**src/rtl/mul_hilo_capture_if.sv**
```systemverilog
// rtl/mul_hilo_capture_if.sv - operand, multiplier and HI/LO signal bundle for mul_hilo_capture
interface mul_hilo_capture_if;
  logic        start;
  logic [31:0] x_in;
  logic [31:0] y_in;
  logic [31:0] mul_x;
  logic [31:0] mul_y;
  logic [63:0] mul_product;
  logic        hi_load;
  logic [31:0] hi_in;
  logic        lo_load;
  logic [31:0] lo_in;
  logic        busy;
  logic        done;
  logic [31:0] hi_out;
  logic [31:0] lo_out;
  logic        ovf;

  modport master (
    output start, x_in, y_in, mul_product, hi_load, hi_in, lo_load, lo_in,
    input  mul_x, mul_y, busy, done, hi_out, lo_out, ovf
  );

  modport slave (
    input  start, x_in, y_in, mul_product, hi_load, hi_in, lo_load, lo_in,
    output mul_x, mul_y, busy, done, hi_out, lo_out, ovf
  );
endinterface

```
**src/rtl/mul_hilo_capture.sv**
```systemverilog
// rtl/mul_hilo_capture.sv - multicycle sequencer and HI/LO writeback for a combinational multiplier
// Operands are held stable for SETTLE_CYCLES edges before the product is captured.
module mul_hilo_capture #(
  parameter int SETTLE_CYCLES = 4,
  parameter int CNT_W         = 8
) (
  input  logic              clk,
  input  logic              reset,
  mul_hilo_capture_if.slave bus
);

  localparam logic [0:0] ST_IDLE   = 1'b0;
  localparam logic [0:0] ST_SETTLE = 1'b1;

  localparam logic [CNT_W-1:0] CNT_LOAD = CNT_W'(SETTLE_CYCLES - 1);

  logic [0:0]       state;
  logic [CNT_W-1:0] cnt;
  logic [31:0]      mul_x_q;
  logic [31:0]      mul_y_q;
  logic [31:0]      hi_q;
  logic [31:0]      lo_q;
  logic             done_q;
  logic             ovf_q;
  logic             prod_ovf;

  // Product fits in 32 bits only when the high word is the sign extension of the low word.
  assign prod_ovf = (bus.mul_product[63:32] != {32{bus.mul_product[31]}});

  always_ff @(posedge clk) begin
    if (reset) begin
      state   <= ST_IDLE;
      cnt     <= '0;
      mul_x_q <= '0;
      mul_y_q <= '0;
      hi_q    <= '0;
      lo_q    <= '0;
      done_q  <= 1'b0;
      ovf_q   <= 1'b0;
    end else begin
      done_q <= 1'b0;
      case (state)
        ST_IDLE: begin
          if (bus.start) begin
            mul_x_q <= bus.x_in;
            mul_y_q <= bus.y_in;
            cnt     <= CNT_LOAD;
            state   <= ST_SETTLE;
          end
          if (bus.hi_load) hi_q <= bus.hi_in;
          if (bus.lo_load) lo_q <= bus.lo_in;
        end
        ST_SETTLE: begin
          if (cnt != '0) begin
            cnt <= cnt - 1'b1;
          end else begin
            hi_q   <= bus.mul_product[63:32];
            lo_q   <= bus.mul_product[31:0];
            ovf_q  <= prod_ovf;
            done_q <= 1'b1;
            state  <= ST_IDLE;
          end
        end
        default: state <= ST_IDLE;
      endcase
    end
  end

  assign bus.mul_x  = mul_x_q;
  assign bus.mul_y  = mul_y_q;
  assign bus.busy   = (state == ST_SETTLE);
  assign bus.done   = done_q;
  assign bus.hi_out = hi_q;
  assign bus.lo_out = lo_q;
  assign bus.ovf    = ovf_q;

endmodule

```
**src/flat_wrapper.sv**
```systemverilog
// flat-port wrapper written by rule: the top's interface ports become plain ports
module mul_hilo_capture_flat 
#(
  parameter int SETTLE_CYCLES = 4,
  parameter int CNT_W         = 8
)
  (clk, reset, bus_start, bus_x_in, bus_y_in, bus_mul_product, bus_hi_load, bus_hi_in, bus_lo_load, bus_lo_in, bus_mul_x, bus_mul_y, bus_busy, bus_done, bus_hi_out, bus_lo_out, bus_ovf);
  mul_hilo_capture_if bus_i ();
  input  logic clk;
  input  logic reset;
  input wire logic [$bits(bus_i.start)-1:0] bus_start;
  input wire logic [$bits(bus_i.x_in)-1:0] bus_x_in;
  input wire logic [$bits(bus_i.y_in)-1:0] bus_y_in;
  input wire logic [$bits(bus_i.mul_product)-1:0] bus_mul_product;
  input wire logic [$bits(bus_i.hi_load)-1:0] bus_hi_load;
  input wire logic [$bits(bus_i.hi_in)-1:0] bus_hi_in;
  input wire logic [$bits(bus_i.lo_load)-1:0] bus_lo_load;
  input wire logic [$bits(bus_i.lo_in)-1:0] bus_lo_in;
  output wire logic [$bits(bus_i.mul_x)-1:0] bus_mul_x;
  output wire logic [$bits(bus_i.mul_y)-1:0] bus_mul_y;
  output wire logic [$bits(bus_i.busy)-1:0] bus_busy;
  output wire logic [$bits(bus_i.done)-1:0] bus_done;
  output wire logic [$bits(bus_i.hi_out)-1:0] bus_hi_out;
  output wire logic [$bits(bus_i.lo_out)-1:0] bus_lo_out;
  output wire logic [$bits(bus_i.ovf)-1:0] bus_ovf;
  assign bus_i.start = bus_start;
  assign bus_i.x_in = bus_x_in;
  assign bus_i.y_in = bus_y_in;
  assign bus_i.mul_product = bus_mul_product;
  assign bus_i.hi_load = bus_hi_load;
  assign bus_i.hi_in = bus_hi_in;
  assign bus_i.lo_load = bus_lo_load;
  assign bus_i.lo_in = bus_lo_in;
  assign bus_mul_x = bus_i.mul_x;
  assign bus_mul_y = bus_i.mul_y;
  assign bus_busy = bus_i.busy;
  assign bus_done = bus_i.done;
  assign bus_hi_out = bus_i.hi_out;
  assign bus_lo_out = bus_i.lo_out;
  assign bus_ovf = bus_i.ovf;
  mul_hilo_capture #(.SETTLE_CYCLES(SETTLE_CYCLES), .CNT_W(CNT_W)) u_core (.clk(clk), .reset(reset), .bus(bus_i));
endmodule
```
**config.mk**
```make
export PLATFORM = sky130hd
export DESIGN_NAME = mul_hilo_capture_flat
export DESIGN_NICKNAME = d
export VERILOG_FILES = /design/src/rtl/mul_hilo_capture_if.sv /design/src/rtl/mul_hilo_capture.sv /design/src/flat_wrapper.sv
export SDC_FILE = /design/constraint.sdc
export NUM_CORES = 1
export LEC_CHECK = 0
export ABC_CLOCK_PERIOD_IN_PS = 3650
export CAP_MARGIN = 30
export CORE_AREA = 2 2 127 129
export DETAILED_ROUTE_END_ITERATION = 16
export DIE_AREA = 0 0 129 131
export HOLD_SLACK_MARGIN = 0.1
export PLACE_DENSITY_LB_ADDON = 0.12
export SETUP_SLACK_MARGIN = 0.05
export SLEW_MARGIN = 20
export SYNTH_ARGS = -nofsm -noshare
export SYNTH_HDL_FRONTEND = slang
export SYNTH_SLANG_ARGS = --single-unit
```
**constraint.sdc**
```tcl
create_clock -name clk -period 3.65 [get_ports clk]
set_input_delay 0.9125 -clock clk [delete_from_list [all_inputs] [get_ports clk]]
set_output_delay 0.9125 -clock clk [all_outputs]
set_load 0.005 [all_outputs]
```
==> metrics <==
crit path kind=reg2out; clk_lat worst skew=between 0.4 and 0.5 ns; CTS max path bufs=2; clock sink total=about 140; global route overflow=0; worst path bufs/invs=1; initial DRC count=about 300; CTS Hold Bufs=0; initial core utilization=38.8%; Area growth syn-to-layout=65.1%; Ys Warns=0; Avg Synthesized Cell Area=between 9 and 10 sq um; Least-Margin Pin Slew=0.774 ns; Slew Viols, Final=0; PD cells=around 460 nW/um^2; I/O Buffers=approximately 330; capturing element type of the critical path=output pin; layout cells sized above 1=a little over a tenth; cells along the critical path=clkdlybuf4s50_1; Largest delay share family, worst path=buffers and inverters; vias in the first global route=around 5300; num ports=around 330; LEAKAGE=between 3 and 4 nW; die height=131 microns; cts repair resizes=0; startpoint types=register; Global Route Usage Sum=a little over a fifth; Antenna Nets Post-Route=0; Critical R2R Launch=u_core.cnt[0]$_SDFFE_PP0P_; Async S/R FF share, synth=0%; Worst EP arrival=around 1.6 ns; sequential area share after synthesis=around 46%; nets=~1200; CTS tree=done; drt drc=0; H-tree levels=4; Max VDD drop=about 310 uV; Finished Cell Area=about 10000 sq um; Peak Freq=a little over 400 MHz; Power Total=roughly 4.6 mW; Die ar.=about 17000 sq um; Worst-path clk slew=around 0.060 ns; syn nets=between 800 and 900; first-pass GRT wire length=27900 microns; Worst Hold Class=reg2reg; drt first pass iters=4; EDFF count, synth=0; r2r setup slk=roughly 1.5 ns; die width=~130 microns; max-cap violations=0; Post-Syn Area=just over 6000 sq um; initial antenna violation count=0; CP Launch Point=u_core.bus.busy$_SDFF_PP0_; library cells used by synthesis=34; status=complete, no violations; Setup Fix Bufs, Post-CTS=0; final period utilization=approximately two thirds; Mapped Cells=around 660; Main synth FF type=dfxtp_1; Setup Viol. Count Final=0; CP Depth=1; Antenna Cells=0; via count=roughly 5700; slowest cell on the critical path=clkdlybuf4s50_1; Core ar.=approximately 16000 sq um; Via density=around 4.7; final wirelength=18600 microns; number of synthesized register bits=around 140; Reg-to-Reg End=u_core.bus.hi_out[23]$_SDFFE_PP0P_; Post-DP Area=~9400 sq um; Worst Clk Skew=0.00927 ns; setup_tns=0 ns; Slew HR=between 40% and 50%; CP Capture Point=bus_busy; Crit path largest cell delay=0.58 ns; wire per inst=between 15 and 20 microns; crit-path max FO=19; hpwl dp=~13000 microns; Placement Setup Slack=about 1.0 ns; RSZ-0062 raised after global routing=false; number of CTS-inserted buffers=17; root buf cell=clkbuf_16; min Tclk post-route=between 2 and 2.5 ns; Final Hold Viols=0; WP data required=2.74 ns; largest net degree at the start of global routing=76; Final WS setup=~1.2 ns; gpl congestion=around 0.8; row cnt=between 40 and 50; reg2reg path depth=8
## worst min-delay path, stage by stage (launching register included)
cell,delay [ns]
dfxtp_1,0.31
nand2_1,0.05
a21oi_1,0.05
## how the worst min path moves through the flow
| stage | slack, ns | to | from | depth (start not counted) |
|---|---|---|---|---|
| after floorplan | 0.45 | u_core.bus.mul_x[0]$_SDFFE_PP0P_ | u_core.bus.mul_x[0]$_SDFFE_PP0P_ | 2 |
| after global placement | 0.44 | u_core.bus.mul_y[6]$_SDFFE_PP0P_ | u_core.bus.mul_y[6]$_SDFFE_PP0P_ | 2 |
| after detailed placement | 0.45 | u_core.bus.mul_x[16]$_SDFFE_PP0P_ | u_core.bus.mul_x[16]$_SDFFE_PP0P_ | 2 |
| after CTS | 0.45 | u_core.bus.mul_y[16]$_SDFFE_PP0P_ | u_core.bus.mul_y[16]$_SDFFE_PP0P_ | 2 |
| after global routing | 0.47 | u_core.bus.mul_x[18]$_SDFFE_PP0P_ | u_core.bus.mul_x[18]$_SDFFE_PP0P_ | 2 |
| final | 0.45 | u_core.bus.mul_x[27]$_SDFFE_PP0P_ | u_core.bus.mul_x[27]$_SDFFE_PP0P_ | 2 |
## placed cells by master, fill, tap and decap left out, drive strengths merged
master,count
nor2b,2
a41oi,1
clkinvlp,3
or4b,1
dfxtp,139
o211ai,1
clkinv,5
nand3,5
ha,1
clkdlybuf4s50,326
xor2,1
and2,1
a32oi,1
nor2,77
a221oi,1
nand4,6
bufinv,1
nor4,4
inv,8
a211oi,66
nand2,139
a21oi,69
buf,11
mux2i,64
a31oi,5
o311ai,1
o21ai,4
clkbuf,21
nor3,13
## power by group
part / total, mW / leakage, nW / switching [mW] / internal (mW)
logic: 1.10 / 2.19 / 0.470 / 0.625
registers: 1.75 / 1.15 / 0.0843 / 1.67
clock network: 1.71 / 0.281 / 0.688 / 1.02
## cell families after synthesis
kind of cell / count (synthesis) / synth area share (%)
simple gates: 248 / 17.0
compound gates: 149 / 20.5
flops: 139 / 46.0
mux: 64 / 10.6
buf+inv: 57 / 5.55
xor+xnor: 1 / 0.145
fa+ha+maj: 1 / 0.207
## state kept, by name, summed over array words and instances (netlist names)
name               count
u_core.bus.busy        1
u_core.bus.done        1
u_core.bus.hi_out     32
u_core.bus.lo_out     32
u_core.bus.mul_x      32
u_core.bus.mul_y      32
u_core.bus.ovf         1
u_core.cnt             8
## final cells by class
cell class | instances | area, sq um
Clock buffer | 21 | 482
Clock inverter | 11 | 110
Fill cell | 1357 | 5610
Inverter | 6 | 22.5
Multi-Input combinational cell | 463 | 2940
Sequential cell | 139 | 2790
Tap cell | 216 | 270
Timing Repair Buffer | 337 | 3370
## metrics by stage
stage	utilization [%]	hold WS, ns	instances
after floorplan	-	0.453	659
final	64.0	0.452	1193
after CTS	64.0	0.454	1193
after global placement	60.2	0.441	1161
after global routing	64.0	0.469	1193
after detailed placement	60.2	0.446	1161
## cell usage after synthesis (2+ instances only)
library cell  instances  area (sq um)
a21oi_1              69           345
mux2i_1              64           641
o21ai_0               2          10.0
nand4_1               5          31.3
inv_1                 6          22.5
buf_1                 2          7.51
nand3_1               5          25.0
buf_2                13          65.1
clkbuf_1             20          75.1
o21ai_4               2          32.5
nor2_1               76           285
nor3_1               12          60.1
dfxtp_1             139          2780
buf_4                10          75.1
a211oi_1             10          75.1
nor4_1                4          25.0
nand2_1             139           522
a31oi_1               5          31.3
buf_8                 6          90.1
a211oi_2             56           701
## metal layers
metal  vias up  share of wire [%]  GRT usage [%]  wire length, microns
met4         0                1.9           7.48                   354
met5         -                  0              0                     0
met2       210                 48           36.3                  8880
met1      2526                 40           23.8                  7380
met3        24                 10           10.3                  1940
li1       2900                  -              -                     -
(Power assumes the default switching activity.)
